[src/rtl/ysyx_22041071_mem_arb.sv]
// Arbiter sharing one single-port RAM between instruction fetch and load/store.
// One access in flight at a time: IDLE grant -> ACC -> WAIT (MEM_LAT cycles) -> RESP.
module ysyx_22041071_mem_arb #(
  parameter int          MEM_LAT    = 1,
  parameter logic [63:0] BASE       = 64'h8000_0000,
  parameter int          STARVE_MAX = 4
) (
  input  logic        clk,
  input  logic        reset,
  input  logic        if_req_valid,
  output logic        if_req_ready,
  input  logic [63:0] if_req_addr,
  output logic        if_resp_valid,
  input  logic        if_resp_ready,
  output logic [31:0] if_resp_data,
  input  logic        mem_req_valid,
  output logic        mem_req_ready,
  input  logic [63:0] mem_req_addr,
  input  logic        mem_req_wen,
  input  logic [63:0] mem_req_wdata,
  input  logic [63:0] mem_req_wmask,
  output logic        mem_resp_valid,
  input  logic        mem_resp_ready,
  output logic [63:0] mem_resp_data,
  output logic        ram_en,
  output logic [63:0] ram_idx,
  output logic        ram_wen,
  output logic [63:0] ram_wdata,
  output logic [63:0] ram_wmask,
  input  logic [63:0] ram_rdata
);

  typedef enum logic [1:0] {IDLE, ACC, WAIT, RESP} state_t;

  state_t      state_reg, state_next;
  logic        owner_reg;  // 1 = MEM port owns the access, 0 = IF port
  logic [63:0] addr_reg;
  logic        wen_reg;
  logic [63:0] wdata_reg;
  logic [63:0] wmask_reg;
  logic [7:0]  starve_reg;
  logic [2:0]  wait_reg;
  logic [63:0] resp_reg;
  logic [63:0] resp_next;
  logic        grant_if, grant_mem;
  logic        in_range, starved;

  assign in_range  = (addr_reg >= BASE);
  assign starved   = (starve_reg == 8'(STARVE_MAX));
  // Logical shift keeps the top three index bits zero.
  assign ram_idx   = (addr_reg - BASE) >> 3;
  assign ram_wdata = wdata_reg;

  assign if_resp_data  = resp_reg[31:0];
  assign mem_resp_data = resp_reg;

  always_comb begin
    if (!in_range)
      resp_next = 64'h0;
    else if (!owner_reg)
      resp_next = {32'h0, addr_reg[2] ? ram_rdata[63:32] : ram_rdata[31:0]};
    else if (wen_reg)
      resp_next = 64'h0;
    else
      resp_next = ram_rdata;
  end

  always_comb begin
    state_next     = state_reg;
    grant_if       = 1'b0;
    grant_mem      = 1'b0;
    if_req_ready   = 1'b0;
    mem_req_ready  = 1'b0;
    if_resp_valid  = 1'b0;
    mem_resp_valid = 1'b0;
    ram_en         = 1'b0;
    ram_wen        = 1'b0;
    ram_wmask      = 64'h0;
    case (state_reg)
      IDLE: begin
        if (!reset) begin
          grant_mem     = mem_req_valid && !(if_req_valid && starved);
          grant_if      = if_req_valid && !grant_mem;
          if_req_ready  = grant_if;
          mem_req_ready = grant_mem;
          if (grant_if || grant_mem)
            state_next = ACC;
        end
      end
      ACC: begin
        ram_en     = in_range;
        ram_wen    = in_range && wen_reg;
        ram_wmask  = in_range ? wmask_reg : 64'h0;
        state_next = WAIT;
      end
      WAIT: begin
        if (wait_reg == 3'd1)
          state_next = RESP;
      end
      RESP: begin
        if_resp_valid  = !owner_reg;
        mem_resp_valid = owner_reg;
        if (owner_reg ? mem_resp_ready : if_resp_ready)
          state_next = IDLE;
      end
      default: state_next = IDLE;
    endcase
  end

  always_ff @(posedge clk or posedge reset) begin
    if (reset) begin
      state_reg  <= IDLE;
      owner_reg  <= 1'b0;
      addr_reg   <= 64'h0;
      wen_reg    <= 1'b0;
      wdata_reg  <= 64'h0;
      wmask_reg  <= 64'h0;
      starve_reg <= 8'h0;
      wait_reg   <= 3'h0;
      resp_reg   <= 64'h0;
    end else begin
      state_reg <= state_next;
      if (grant_if || grant_mem) begin
        owner_reg <= grant_mem;
        addr_reg  <= grant_mem ? mem_req_addr : if_req_addr;
        wen_reg   <= grant_mem && mem_req_wen;
        wdata_reg <= grant_mem ? mem_req_wdata : 64'h0;
        wmask_reg <= grant_mem ? mem_req_wmask : 64'h0;
      end
      // Only MEM grants that bypass a waiting fetch count towards starvation.
      if (grant_mem && if_req_valid && !starved)
        starve_reg <= starve_reg + 8'd1;
      else if (grant_if)
        starve_reg <= 8'h0;
      if (state_reg == ACC)
        wait_reg <= 3'(MEM_LAT);
      else if (state_reg == WAIT)
        wait_reg <= wait_reg - 3'd1;
      if (state_reg == WAIT && wait_reg == 3'd1)
        resp_reg <= resp_next;
    end
  end

endmodule

[config.mk]
export PLATFORM = sky130hd
export DESIGN_NAME = ysyx_22041071_mem_arb
export DESIGN_NICKNAME = d
export VERILOG_FILES = /design/src/rtl/ysyx_22041071_mem_arb.sv
export SDC_FILE = /design/constraint.sdc
export NUM_CORES = 1
export LEC_CHECK = 0
export ABC_CLOCK_PERIOD_IN_PS = 9600
export BUFFER_PORTS_ARGS = -buffer_cell sky130_fd_sc_hd__buf_2
export CAP_MARGIN = 10
export CORE_AREA = 2 2 241 243
export CTS_BUF_LIST = sky130_fd_sc_hd__clkbuf_8
export CTS_CLUSTER_SIZE = 10
export DETAILED_ROUTE_END_ITERATION = 7
export DIE_AREA = 0 0 243 245
export SLEW_MARGIN = 20
export SYNTH_ARGS = -nofsm -noshare
export SYNTH_HDL_FRONTEND = slang
export SYNTH_SLANG_ARGS = --single-unit
[constraint.sdc]
create_clock -name clk -period 9.6 [get_ports clk]
set_input_delay 0 -clock clk [delete_from_list [all_inputs] [get_ports clk]]
set_output_delay 0 -clock clk [all_outputs]
set_load 0.1 [all_outputs]
* Word-level counts from Yosys, hierarchy flattened
Cells that the tools add are included.
** Cells by class
- Add/subtract/negate cells :: 3
- $lt $le $gt $ge :: 1
- Eq/ne operators :: 9
- Mux-type cells :: 27
- Reductions and logical operators :: 18
** Operators by type and width (count)
- $mux W64 :: 8
- $ge A64 B32 Y1 const B :: 1
- $sub A64 B32 Y64 const B :: 1
- $mux W32 :: 1
- $mux W8 :: 2
- $mux W1 :: 9
- $add A8 B1 Y8 const B :: 1
- $eq A8 B3 Y1 const B :: 1
- $logic_and A1 B1 Y1 :: 8
- $mux W2 :: 4
- $ne A2 B2 Y1 const B :: 4
- $pmux W2 S4 :: 1
- $mux W3 :: 2
- $eq A2 B2 Y1 const B :: 2
- $logic_not A1 Y1 :: 4
- $reduce_and A4 Y1 :: 1
- $reduce_bool A2 Y1 :: 2
- $eq A3 B1 Y1 const B :: 1
- $sub A3 B1 Y3 const B :: 1
- $eq A2 B1 Y1 const B :: 1
- $logic_not A2 Y1 :: 1
- $logic_or A1 B1 Y1 :: 2
** Word-level totals
- Register bits :: 271
- Logic and storage cells :: 67

* Depth between registers and ports, before layout
- Depth in word-level cells :: 10
- Gate-level depth with buffers :: 9
- Mapped depth without buffers :: 7

* Least setup slack after synthesis
No wires, ideal clock.
- Path kind :: register to output
- Start :: register addr_reg[31]
- End :: output port ram_idx[36]
- Data arrival time :: 4.052 ns
- Required time :: 9.600 ns
- Setup slack :: 5.548 ns
- Stages on the path, launching flop included :: 6
- Path buffers :: 1
- Cell sequence :: dfrtp_1 inv_1 ha_1 or4b_1 clkbuf_1 o21ai_0
** On the way
- Word-level cells in the longest chain between the ends :: 1
** RTL lines
- from (decl) :: line 37 : logic [63:0] addr_reg;
- from (signal assigned) :: line 125 : addr_reg <= grant_mem ? mem_req_addr : if_req_addr;
- $sub A64 B32 Y64 :: line 51 : assign ram_idx = (addr_reg - BASE) >> 3;
- to (decl) :: line 26 : output logic [63:0] ram_idx,
No other way between the ends.

* Final worst setup path
- Start :: register state_reg[0]
- End :: output port mem_req_ready
** On the way
- Word-level cells in the longest chain between the ends :: 2
** RTL lines
- from (decl) :: line 35 : state_t state_reg, state_next;
- from (signal assigned) :: line 122 : state_reg <= state_next;
- $logic_not A2 Y1 :: line 79 : case (state_reg)
- $mux W1 :: line 79
- to (decl) :: line 17 : output logic mem_req_ready,
No other way between the ends.

==> results by group <==
Outcome
  – Status: finished clean

Hold path
  – Worst Hold Class: input port to async pin

Logic synthesis
  – Post-Syn Instances: 1256
  – Register area share after synthesis: 53.5%
  – Area share of the largest cell type after synthesis: 53.5%
  – Number of flops mapped to enable cells by yosys: 0
  – Mapped Avg Cell Area: 10.0 sq um
  – Fraction of registers with async set/reset: 100%
  – Seq cells post-synth: 269
  – Synth area leader: dfrtp_1
  – Mapped Area: 0.0126 sq mm
  – Most common cell in the netlist: dfrtp_1
  – Main area contributors after synthesis: dfrtp_1 (54%), a22o_1 (9.3%), a21oi_1 (5.1%)
  – Synth Flop Type: dfrtp_1
  – Commonest cells post-synth: dfrtp_1 (269), nand2_1 (143), a22o_1 (133), a21oi_1 (127), nor2_1 (79)
  – Synth cell types: 49
  – Synth warn: 0

Worst setup path
  – CP Class: flip-flop to primary output
  – R2R Setup Slk: 5.74 ns
  – Reg2reg end: wmask_reg[14]
  – Required @ worst endpoint: 9.60 ns
  – Type of origin of the critical path: flip-flop
  – Max FO, Critical Path: 109
  – RR Startpoint: state_reg[0]
  – Worst setup EP type: primary output
  – Reg2reg path depth: 8
  – CP arrival: 4.66 ns

Finish
  – Fillers: 5701
  – Layout cells sized above 1: 34.0%
  – Layout area overhead: 60.8%
  – Seq. cell area: 0.00673 sq mm
  – Area of the multi-input gates: 0.00492 sq mm
  – Fin nets: 2429

Clock network
  – Root buffer cell: clkbuf_8
  – H-tree levels: 2
  – Total CTS buffers: 50
  – Clk_lat worst skew: 0.61 ns
  – TritonCTS clock tree: done
  – Post-cts sizing count: 0
  – Deepest clock path buffer count: 3
  – Clock-pin transition on the worst setup and hold timing paths: 0.06 ns
  – # clock sinks: 269

Drt
  – Drt wl/cell: 17.1 microns
  – DRT Wirelength: 49.7 mm
  – DRT iter0 DRCs: 742
  – Via/cell ratio: 4.59
  – Number of routed nets with antenna violations: 0
  – DRC Markers: 0
  – Vias: 13304
  – DRT Pass-1 Iters: 5

Floorplanning
  – Core ar.: 0.0570 sq mm
  – Row count: 88
  – Chip width: 243 microns
  – Starting Density: 22.0%
  – Chip height: 245 microns
  – DIE AREA: 0.0595 sq mm
  – Ports: 621

Run
  – # Max-Cap Violations: 0

STA
  – Hold Fails Final Rpt: 0
  – Hold WS: 0.0925 ns
  – Setup WS post-layout: 4.94 ns
  – Slew Limit Fails: 0
  – # setup viols final: 0
  – Worst-Margin Slew: 1.08 ns
  – Fmax: 215 MHz
  – Fin crit share: 48.5%
  – Worst slew margin: 28.2%
  – Setup TNS: 0 ns
  – Final Skew: 0.0255 ns
  – Crit path time final: 4.66 ns
  – RSZ-0062 raised after global routing: no

GRT
  – Initial antenna violation count: 4
  – GR Overflow Total: 0
  – Global-route wire length before repair: 75.1 mm
  – Vias in the first global route: 13588
  – Largest net degree at the start of global routing: 110
  – GRT Total Usage: 15.8%

Place
  – Hpwl dp: 32.3 mm
  – Gp weighted congestion: 0.899
  – Place WS: 5.55 ns
  – I/O Buffers: 613
cell usage in the layout, fill, tap and decap left out, types with 3 or more instances in the layout:
master	Yosys	routed
buf_2	29	613
dlygate4sd3_1	0	325
dfrtp_1	269	269
nand2_1	143	143
a22o_1	133	133
a21oi_1	127	126
nor2_1	79	79
and3_1	68	67
clkbuf_8	0	61
nand3_1	48	46
o21ai_0	37	37
a22oi_1	35	35
o31ai_1	33	33
inv_1	16	31
xnor2_1	20	20
buf_4	66	15
xor2_1	9	9
ha_1	9	8
clkinv_2	0	7
nor3_1	6	6
mux2i_1	4	4
or4_1	4	4
nand3b_1	4	4
and2_1	4	4
nand4_1	4	4
bufinv_16	0	4
diode_2	0	3
nor2b_1	6	3
nand4b_1	3	3
conb_1	1	3
clkinvlp_4	0	3
worst max path at each step:
stage | startpoint | end | slack [ns] | cells after the start
after CTS | state_reg[0] | mem_req_ready | 4.83 | 8
after global placement | state_reg[0] | mem_req_ready | 5.65 | 8
after floorplan | reset | addr_reg[10] | 2.19 | 1
final | state_reg[0] | mem_req_ready | 4.94 | 8
after detailed placement | state_reg[0] | mem_req_ready | 5.55 | 8
after global routing | state_reg[0] | mem_req_ready | 4.60 | 8
timing repair:
action | 4_1_cts | 5_1_grt
setup buffers | 0 | 0
hold endpoints to repair | 339 | 0
hold buffers | 325 | 0
per-stage QoR:
stage	cell area, sq um	instances	util [%]
after floorplan	12600	1258	-
after global placement	15900	2481	27.8
after detailed placement	15900	2481	27.8
after CTS	20200	2898	35.4
after global routing	20200	2900	35.4
final	20200	2901	35.4
final cells by class:
type                    instances  share of cell area [%]
clock buffers                  61                    4.15
multi-input cells             802                    24.4
repair buffers                953                    31.8
diodes                          3                  0.0371
flip-flops and latches        269                    33.3
well taps                     765                    4.73
inverters                      17                   0.378
clock inverters                31                    1.22
logic make-up (layout without fill, tap and decap cells):
logic type | Yosys count | after routing | share of synthesized area, %
AOI/OAI and AO/OA | 370 | 370 | 20.2
xor gates and xnor gates | 29 | 29 | 2.02
adders and majority gates | 9 | 9 | 0.896
buffers and inverters | 187 | 1062 | 8.00
DFF | 269 | 269 | 53.5
muxes | 6 | 6 | 0.498
other | 1 | 6 | 0.0298
and+or+nand+nor | 385 | 385 | 14.8
metal layers:
layer	routed length, microns	track usage [%]
met1	20400	19.3
met2	24300	26.7
met3	3240	3.78
met4	1740	6.33
met5	11	0
critical path: stages, from the launching register on:
cell	delay (ns)
dfrtp_1	0.40
inv_1	0.10
ha_1	0.33
nor2b_1	0.43
o311ai_4	0.16
buf_4	0.39
inv_6	0.72
buf_4	0.85
buf_2	0.57
Power is left out: the tool's default activity adds up to more than one toggle a clock period on the data nets, which glitch-free logic cannot reach.
